[src/rtl/light_panel_input.sv]
// Light panel front end: debounced on/off buttons and a 4x4 scanned keypad.
// Accepted events come out as single-cycle pulses with the last key code held.
module light_panel_input #(
  parameter int DEBOUNCE_CYCLES = 4,
  parameter int SCAN_DIV        = 8
) (
  input  logic       clk,
  input  logic       reset,
  input  logic       btn_on_raw,
  input  logic       btn_off_raw,
  input  logic [3:0] key_row,
  output logic [3:0] key_col,
  output logic       on_click,
  output logic       off_click,
  output logic       keypad,
  output logic [3:0] key_code,
  output logic       conflict
);

  localparam int CW = (DEBOUNCE_CYCLES > 1) ? $clog2(DEBOUNCE_CYCLES) : 1;
  localparam int DW = (SCAN_DIV > 1) ? $clog2(SCAN_DIV) : 1;
  localparam logic [CW-1:0] CMAX = CW'(DEBOUNCE_CYCLES - 1);
  localparam logic [DW-1:0] DMAX = DW'(SCAN_DIV - 1);

  typedef enum logic [1:0] {
    SCAN,
    DEBOUNCE,
    PRESSED,
    RELEASE
  } state_e;

  // bit 0 = on button, bit 1 = off button
  logic [1:0]    bs1_q, bs2_q;
  logic [1:0]    lvl_q, lvl_d;
  logic [1:0]    prev_q;
  logic [1:0]    rise;
  logic [CW-1:0] bcnt_q [2];
  logic [CW-1:0] bcnt_d [2];
  logic          onc_q, offc_q, conf_q, bevt_q;

  logic [3:0]    rs1_q, rs2_q;
  state_e        state_q, state_d;
  logic [3:0]    pat_q, pat_d;
  logic [1:0]    cidx_q, cidx_d;
  logic [DW-1:0] div_q, div_d;
  logic [CW-1:0] kcnt_q, kcnt_d;
  logic [3:0]    code_q, code_d;

  function automatic logic [1:0] low_row(input logic [3:0] r);
    logic [1:0] idx;
    if (r[0])      idx = 2'd0;
    else if (r[1]) idx = 2'd1;
    else if (r[2]) idx = 2'd2;
    else           idx = 2'd3;
    return idx;
  endfunction

  always_comb begin
    lvl_d = lvl_q;
    for (int i = 0; i < 2; i++) begin
      bcnt_d[i] = '0;
      if (bs2_q[i] != lvl_q[i]) begin
        if (bcnt_q[i] == CMAX) lvl_d[i] = bs2_q[i];
        else                   bcnt_d[i] = bcnt_q[i] + 1'b1;
      end
    end
  end

  assign rise = lvl_q & ~prev_q;

  always_ff @(posedge clk or posedge reset) begin
    if (reset) begin
      bs1_q  <= '0;
      bs2_q  <= '0;
      lvl_q  <= '0;
      prev_q <= '0;
      for (int i = 0; i < 2; i++) bcnt_q[i] <= '0;
      onc_q  <= 1'b0;
      offc_q <= 1'b0;
      conf_q <= 1'b0;
      bevt_q <= 1'b0;
    end else begin
      bs1_q  <= {btn_off_raw, btn_on_raw};
      bs2_q  <= bs1_q;
      lvl_q  <= lvl_d;
      prev_q <= lvl_q;
      for (int i = 0; i < 2; i++) bcnt_q[i] <= bcnt_d[i];
      onc_q  <= rise[0] & ~rise[1];
      offc_q <= rise[1] & ~rise[0];
      conf_q <= &rise;
      bevt_q <= |rise;
    end
  end

  always_ff @(posedge clk or posedge reset) begin
    if (reset) begin
      rs1_q   <= '0;
      rs2_q   <= '0;
      state_q <= SCAN;
      pat_q   <= '0;
      cidx_q  <= '0;
      div_q   <= '0;
      kcnt_q  <= '0;
      code_q  <= '0;
    end else begin
      rs1_q   <= key_row;
      rs2_q   <= rs1_q;
      state_q <= state_d;
      pat_q   <= pat_d;
      cidx_q  <= cidx_d;
      div_q   <= div_d;
      kcnt_q  <= kcnt_d;
      code_q  <= code_d;
    end
  end

  always_comb begin
    state_d = state_q;
    pat_d   = pat_q;
    cidx_d  = cidx_q;
    div_d   = div_q;
    kcnt_d  = kcnt_q;
    code_d  = code_q;
    unique case (state_q)
      SCAN: begin
        if (rs2_q != 4'd0) begin
          pat_d   = rs2_q;
          kcnt_d  = '0;
          div_d   = '0;
          state_d = DEBOUNCE;
        end else if (div_q == DMAX) begin
          div_d  = '0;
          cidx_d = cidx_q + 2'd1;
        end else begin
          div_d = div_q + 1'b1;
        end
      end
      DEBOUNCE: begin
        if (rs2_q != pat_q) begin
          kcnt_d  = '0;
          div_d   = '0;
          state_d = SCAN;
        end else if (kcnt_q == CMAX) begin
          kcnt_d  = '0;
          code_d  = {cidx_q, low_row(pat_q)};
          state_d = PRESSED;
        end else begin
          kcnt_d = kcnt_q + 1'b1;
        end
      end
      PRESSED: begin
        kcnt_d  = '0;
        state_d = RELEASE;
      end
      RELEASE: begin
        if (rs2_q != 4'd0) begin
          kcnt_d = '0;
        end else if (kcnt_q == CMAX) begin
          kcnt_d  = '0;
          div_d   = '0;
          cidx_d  = cidx_q + 2'd1;
          state_d = SCAN;
        end else begin
          kcnt_d = kcnt_q + 1'b1;
        end
      end
      default: state_d = SCAN;
    endcase
  end

  always_comb begin
    key_col   = 4'b0001 << cidx_q;
    key_code  = code_q;
    on_click  = onc_q;
    off_click = offc_q;
    conflict  = conf_q;
    keypad    = bevt_q | (state_q == PRESSED);
  end

endmodule

[config.mk]
export PLATFORM = sky130hd
export DESIGN_NAME = light_panel_input
export DESIGN_NICKNAME = d
export VERILOG_FILES = /design/src/rtl/light_panel_input.sv
export SDC_FILE = /design/constraint.sdc
export NUM_CORES = 1
export LEC_CHECK = 0
export CAP_MARGIN = 40
export CORE_MARGIN = 10
export CORE_UTILIZATION = 50
export DETAILED_ROUTE_END_ITERATION = 16
export PLACE_DENSITY = 0.72
export SLEW_MARGIN = 20
export SYNTH_ARGS = -nofsm -noshare
export SYNTH_HDL_FRONTEND = slang
export SYNTH_SLANG_ARGS = --single-unit
[constraint.sdc]
create_clock -name clk -period 4.2 [get_ports clk]
set_input_delay 0.84 -clock clk [delete_from_list [all_inputs] [get_ports clk]]
set_output_delay 0.84 -clock clk [all_outputs]
set_load 0.03 [all_outputs]
==> results of run 1 <==
path summary, 6_finish.rpt:
kind | start | depth (start not counted) | slack, ns | endpoint
min in group asynchronous | reset | 3 | 0.89 | pat_q[3]
hold / removal | bs1_q[0] | 0 | 0.36 | bs2_q[0]
hold reg to reg | bs1_q[0] | 0 | 0.36 | bs2_q[0]
setup / recovery | state_q[0] | 4 | 1.39 | keypad
setup reg to reg | rs2_q[0] | 4 | 2.18 | div_q[0]
max in group asynchronous | reset | 3 | 2.97 | bs2_q[1]
through the flow:
step / std cells / setup slack (ns) / power [mW] / util, % / area (µm²)
6_report: 204 / 1.387 / 1.193 / 60.70 / 2026
5_1_grt: 204 / 1.266 / 1.277 / 60.70 / 2026
4_1_cts: 204 / 1.345 / 1.215 / 60.70 / 2026
3_5_place_dp: 196 / 1.762 / 1.018 / 59.06 / 1971
3_3_place_gp: 196 / 1.806 / 0.9894 / 59.06 / 1971
2_1_floorplan: 131 / 2.340 / 0.8795 / - / 1719
layer usage:
layer | part of all wire, % | global-route usage [%] | vias to the layer above
li1 | - | - | 506
met1 | 39 | 10.32 | 512
met2 | 51 | 17.76 | 23
met3 | 9.2 | 5.581 | 5
met4 | 1.2 | 3.763 | 0
met5 | 0 | 0 | -
cells in the mapped netlist, drive strengths merged, types with 2 or more instances:
cell type,n
nor2b,5
nor2,3
inv,12
a21oi,4
nor3,5
ha,13
nand2b,3
mux2,7
xnor2,3
o21ai,2
nand3,3
mux2i,3
nand2,7
a21boi,2
a22o,4
dfrtp,41
nor3b,2
power groups by stage:
| stage | registers, mW | clock network, mW | logic, mW |
|---|---|---|---|
| floorplan | 0.573 | 0 | 0.306 |
| global placement | 0.560 | 0 | 0.429 |
| detailed placement | 0.569 | 0 | 0.450 |
| CTS | 0.562 | 0.199 | 0.454 |
| global route | 0.575 | 0.214 | 0.488 |
| finish | 0.560 | 0.188 | 0.445 |
cells by family after synthesis:
| logic type | count (synthesis) | synth area share, % |
|---|---|---|
| compound gates | 18 | 7.497 |
| fa+ha+maj | 13 | 9.462 |
| flops | 41 | 59.68 |
| mux | 10 | 6.332 |
| xor+xnor | 4 | 2.038 |
| simple gates | 32 | 12.15 |
| buf+inv | 13 | 2.838 |
registers in the layout (all words and copies together), names as in the netlist, named ones only:
name / count
bcnt_q: 4
key_code: 4
pat_q: 4
rs1_q: 4
rs2_q: 4
div_q: 3
bs1_q: 2
bs2_q: 2
cidx_q: 2
kcnt_q: 2
lvl_q: 2
prev_q: 2
bevt_q: 1
conflict: 1
off_click: 1
on_click: 1
state_q: 1
cell type report:
cell class / instances / area (µm²) / share of cell area [%]
Clock buffer: 5 / 37.54 / 1.853
Timing Repair Buffer: 20 / 197.7 / 9.759
Tap cell: 46 / 57.56 / 2.841
Clock inverter: 3 / 17.52 / 0.8647
Inverter: 12 / 45.04 / 2.224
Sequential cell: 41 / 1026 / 50.65
Multi-Input combinational cell: 77 / 644.4 / 31.81
==> results.yml, run 1 <==
final_layout:
  layout-drive-gt1-share_pct: 13.29
  num-fill-cells: 290
  area_growth_syn_to_layout_pct: 17.83
  layout_commonest_cell: "dfrtp_1"
  nets: 178
  mostFrequentLayoutCells: "dfrtp_1 (41), clkdlybuf4s50_1 (19), ha_1 (13)"
  diodes: 0
pwr:
  p_leak_nw: 0.9473
  swShare_pct: 36.89
  power_density_mw_per_mm2: 588.9
  internal_power_mw: 0.7529
  p_clk_share_pct: 15.8
  ir_drop_mv: 0.3777
  p_sw_mw: 0.4400
  share_comb_of_total_power_pct: 37.3
  power_frac_seq_pct: 46.9
sta:
  slew_viol_final: 0
  holdWs_ns: 0.3569
  finalClockSkew_ns: 0.01009
  finalCritPeriodShare_pct: 66.97
  fmax_ghz: 0.3555
  hold_viol: 0
  worst_pin_slew_ns: 0.4829
  maxSlewHeadroom_pct: 67.81
  setup_viol: 0
  grt_setup_unrepaired: "no"
  final.setup.tns_ns: 0
  period_minus_slack_ns: 2.813
synth:
  ys_types: 33
  synth_area_leaders: "dfrtp_1 (60%), ha_1 (9.5%), mux2_2 (3.9%), inv_1 (2.4%), a22o_1 (2.0%)"
  syn_area_mm2: 0.001719
  synth_top_area_share_pct: 59.68
  synthCells: 131
  ys.flop_type: "dfrtp_1"
  synth_area_leader_cell: "dfrtp_1"
  seq_area_frac_synth_pct: 59.68
  synth_edf_count: 0
  synth.avg_cell_area_um2: 13.12
  yosys_warnings: 0
  synthArstFlopShare_pct: 100.0
  syn_nets: 152
  yosys_register_bits: 41
clocking:
  cts_buffers: 5
  clkLatencyLatePin_ns: 0.35
  cts_resized: 0
  path_clk_slew_ns: 0.12
  cts_root_buf: "clkbuf_4"
  clk_path_buf_depth: 2
  cts.sinks: 41
  cts_tree: "built"
  cts_hold_buffers: 0
  cts_max_level: 2
  post_cts_buffers: 0
route:
  dr.first_iter.drc_count: 31
  routed_wl_um: 2915
  route.detailed.drc: 0
  firstDrtPassIters: 4
  vias: 1046
  antenna_left: 0
  viasPerCell: 5.127
  wl_per_cell_um: 14.29
placed_design:
  gp_congestion: 0.7269
  dpl.hpwl_um: 2189
  io_buffers: 19
global_routing:
  grt_max_degree: 42
  antenna_found_initial: 0
  grt_pass1_wl_um: 5161
  grt_pass1_vias: 1151
  gr-total-overflow: 0
  track_usage_pct: 10.32
floorplanning:
  coreArea_mm2: 0.003337
  rows: 21
  pin_count: 20
  initial_core_util_pct: 51.52
  fp.dieW_um: 78.64
  dieArea_mm2: 0.006183
  fp.dieH_um: 78.64
critical_path:
  startpoint_type: "flop"
  path_cells: "inv_1 > ha_1 > or2_2 > clkdlybuf4s50_1"
  critical_path_buf_inv_count: 2
  worstSetupPathType: "reg -> out"
  cp_top_family: "buffers and inverters"
  cpMaxStageDelayCell: "clkdlybuf4s50_1"
  cp_max_fo: 4
  cp-end-kind: "output port"
  critPathMaxStageDelay_ns: 0.61
  worstPathArrival_ns: 1.97
  crit_required_ns: 3.36
job:
  cap_violations: 0
min_path:
  worstHoldPathType: "reg -> reg"
status:
  status: "finished, final reports clean"
Note: power is estimated with default switching activity, not from simulation.
==> run 2: changes to the inputs <==
==> constraint.sdc (replaced) <==
create_clock -name clk -period 2.75 [get_ports clk]
set_input_delay 0.55 -clock clk [delete_from_list [all_inputs] [get_ports clk]]
set_output_delay 0.55 -clock clk [all_outputs]
set_load 0.03 [all_outputs]
==> run 2 against run 1 <==
Critical endpoint unchanged. Sequential power increased by 53%. Die area unchanged. Largest cell class unchanged. Highest routed layer unchanged. Worst hold slack got worse by 0.0019 ns. Largest power group unchanged.
==> results.yml, run 2 (same netlist as run 1, synthesis figures left out) <==
route:
  route.detailed.drc: 0
  routed_wl_um: 2807
  wl_per_cell_um: 13.76
  firstDrtPassIters: 6
  dr.first_iter.drc_count: 96
  antenna_left: 0
  vias: 1042
  viasPerCell: 5.108
clocking:
  post_cts_buffers: 0
  cts_max_level: 2
  path_clk_slew_ns: 0.12
  clk_path_buf_depth: 2
  cts_tree: "built"
  cts_resized: 0
  cts.sinks: 41
  clkLatencyLatePin_ns: 0.35
  cts_hold_buffers: 0
  cts_buffers: 5
  cts_root_buf: "clkbuf_4"
critical_path:
  worst_r2r_path_depth: 6
  worstPathArrival_ns: 2.00
  cp-end-kind: "output port"
  crit_required_ns: 2.20
  rrSetupSlack_ns: 0.79
  cp_max_fo: 4
  worstSetupPathType: "reg -> out"
  startpoint_type: "flop"
  crit-reg2reg-capture: "div_q[0]"
floorplanning:
  fp.dieH_um: 78.64
  rows: 21
  dieArea_mm2: 0.006183
  coreArea_mm2: 0.003337
  fp.dieW_um: 78.64
  pin_count: 20
  initial_core_util_pct: 51.52
final_layout:
  nets: 178
  ff_latch_area_mm2: 0.001026
  area_growth_syn_to_layout_pct: 19.58
  mostFrequentLayoutCells: "dfrtp_1 (41), clkdlybuf4s50_1 (19), ha_1 (13)"
  multi_input_area_um2: 644.4
  layout-drive-gt1-share_pct: 12.66
  diodes: 0
  layout_commonest_cell: "dfrtp_1"
  post-route-util_pct: 61.60
  num-fill-cells: 265
placed_design:
  gp_congestion: 0.7207
  io_buffers: 19
  dpl.hpwl_um: 2082
pwr:
  power_density_mw_per_mm2: 940.6
  ir_drop_mv: 0.6024
  p_leak_nw: 0.9618
global_routing:
  grt_pass1_vias: 1199
  gr-total-overflow: 0
  grt_pass1_wl_um: 5140
  track_usage_pct: 10.34
  grt_max_degree: 42
  antenna_found_initial: 0
status:
  status: "finished, final reports clean"
min_path:
  worstHoldPathType: "reg -> reg"
  whs_endpoint: "bs2_q[0]"
  min_path_cells: 0
  hp-start: "bs1_q[0]"
sta:
  finalClockSkew_ns: 0.006436
  maxSlewHeadroom_pct: 67.79
  finalCritPeriodShare_pct: 92.80
  grt_setup_unrepaired: "no"
  slew_viol_final: 0
  hold_viol: 0
  setup_viol: 0
  period_minus_slack_ns: 2.552
  fmax_ghz: 0.3919
  final.setup.tns_ns: 0
  worst_pin_slew_ns: 0.4832
job:
  cap_violations: 0
==> run 2: layout make-up <==
class	instances	area share, %
Timing Repair Buffer	20	9.617
Sequential cell	41	49.91
Inverter	12	2.191
Tap cell	46	2.800
Clock buffer	7	2.678
Clock inverter	1	1.461
Multi-Input combinational cell	77	31.35
==> run 2: how the worst max path moves through the flow <==
stage / start / to / slack (ns)
3_3_place_gp: state_q[0] / keypad / 0.65
4_1_cts: state_q[0] / keypad / 0.20
5_1_grt: state_q[0] / keypad / 0.10
6_report: state_q[0] / keypad / 0.20
3_5_place_dp: state_q[0] / keypad / 0.62
2_1_floorplan: rs2_q[0] / div_q[0] / 0.99
==> run 2: through the flow <==
stage          hold WS, ns  cells  total power [mW]  cell area, µm²  worst slack [ns]
2_1_floorplan       0.3312    131             1.343            1719            0.9922
3_3_place_gp        0.3328    196             1.512            1971            0.6477
3_5_place_dp        0.3358    196             1.547            1971            0.6164
4_1_cts             0.3614    204             1.959            2056            0.2045
5_1_grt             0.3760    204             2.070            2056            0.1016
6_report            0.3550    204             1.934            2056            0.1981
==> run 2: worst max-delay path, stage by stage (launching register included) <==
cell and delay (ns):
dfrtp_1 0.43, inv_1 0.11, ha_1 0.22, or2_2 0.29, clkdlybuf4s50_1 0.60
==> run 2: power breakdown <==
| part | internal (mW) | total, mW | switching (mW) | leakage, nW |
|---|---|---|---|---|
| sequential | 0.748 | 0.855 | 0.107 | 0.515 |
| combinational | 0.303 | 0.673 | 0.370 | 0.401 |
| clock | 0.217 | 0.405 | 0.188 | 0.0455 |
==> run 2: per-layer routing <==
layer | wire length (µm) | GRT usage [%] | vias to the layer above
li1 | - | - | 505
met4 | 49 | 4.659 | 0
met3 | 263 | 5.581 | 6
met2 | 1397 | 17.35 | 22
met1 | 1096 | 10.39 | 509
met5 | 0 | 0 | -
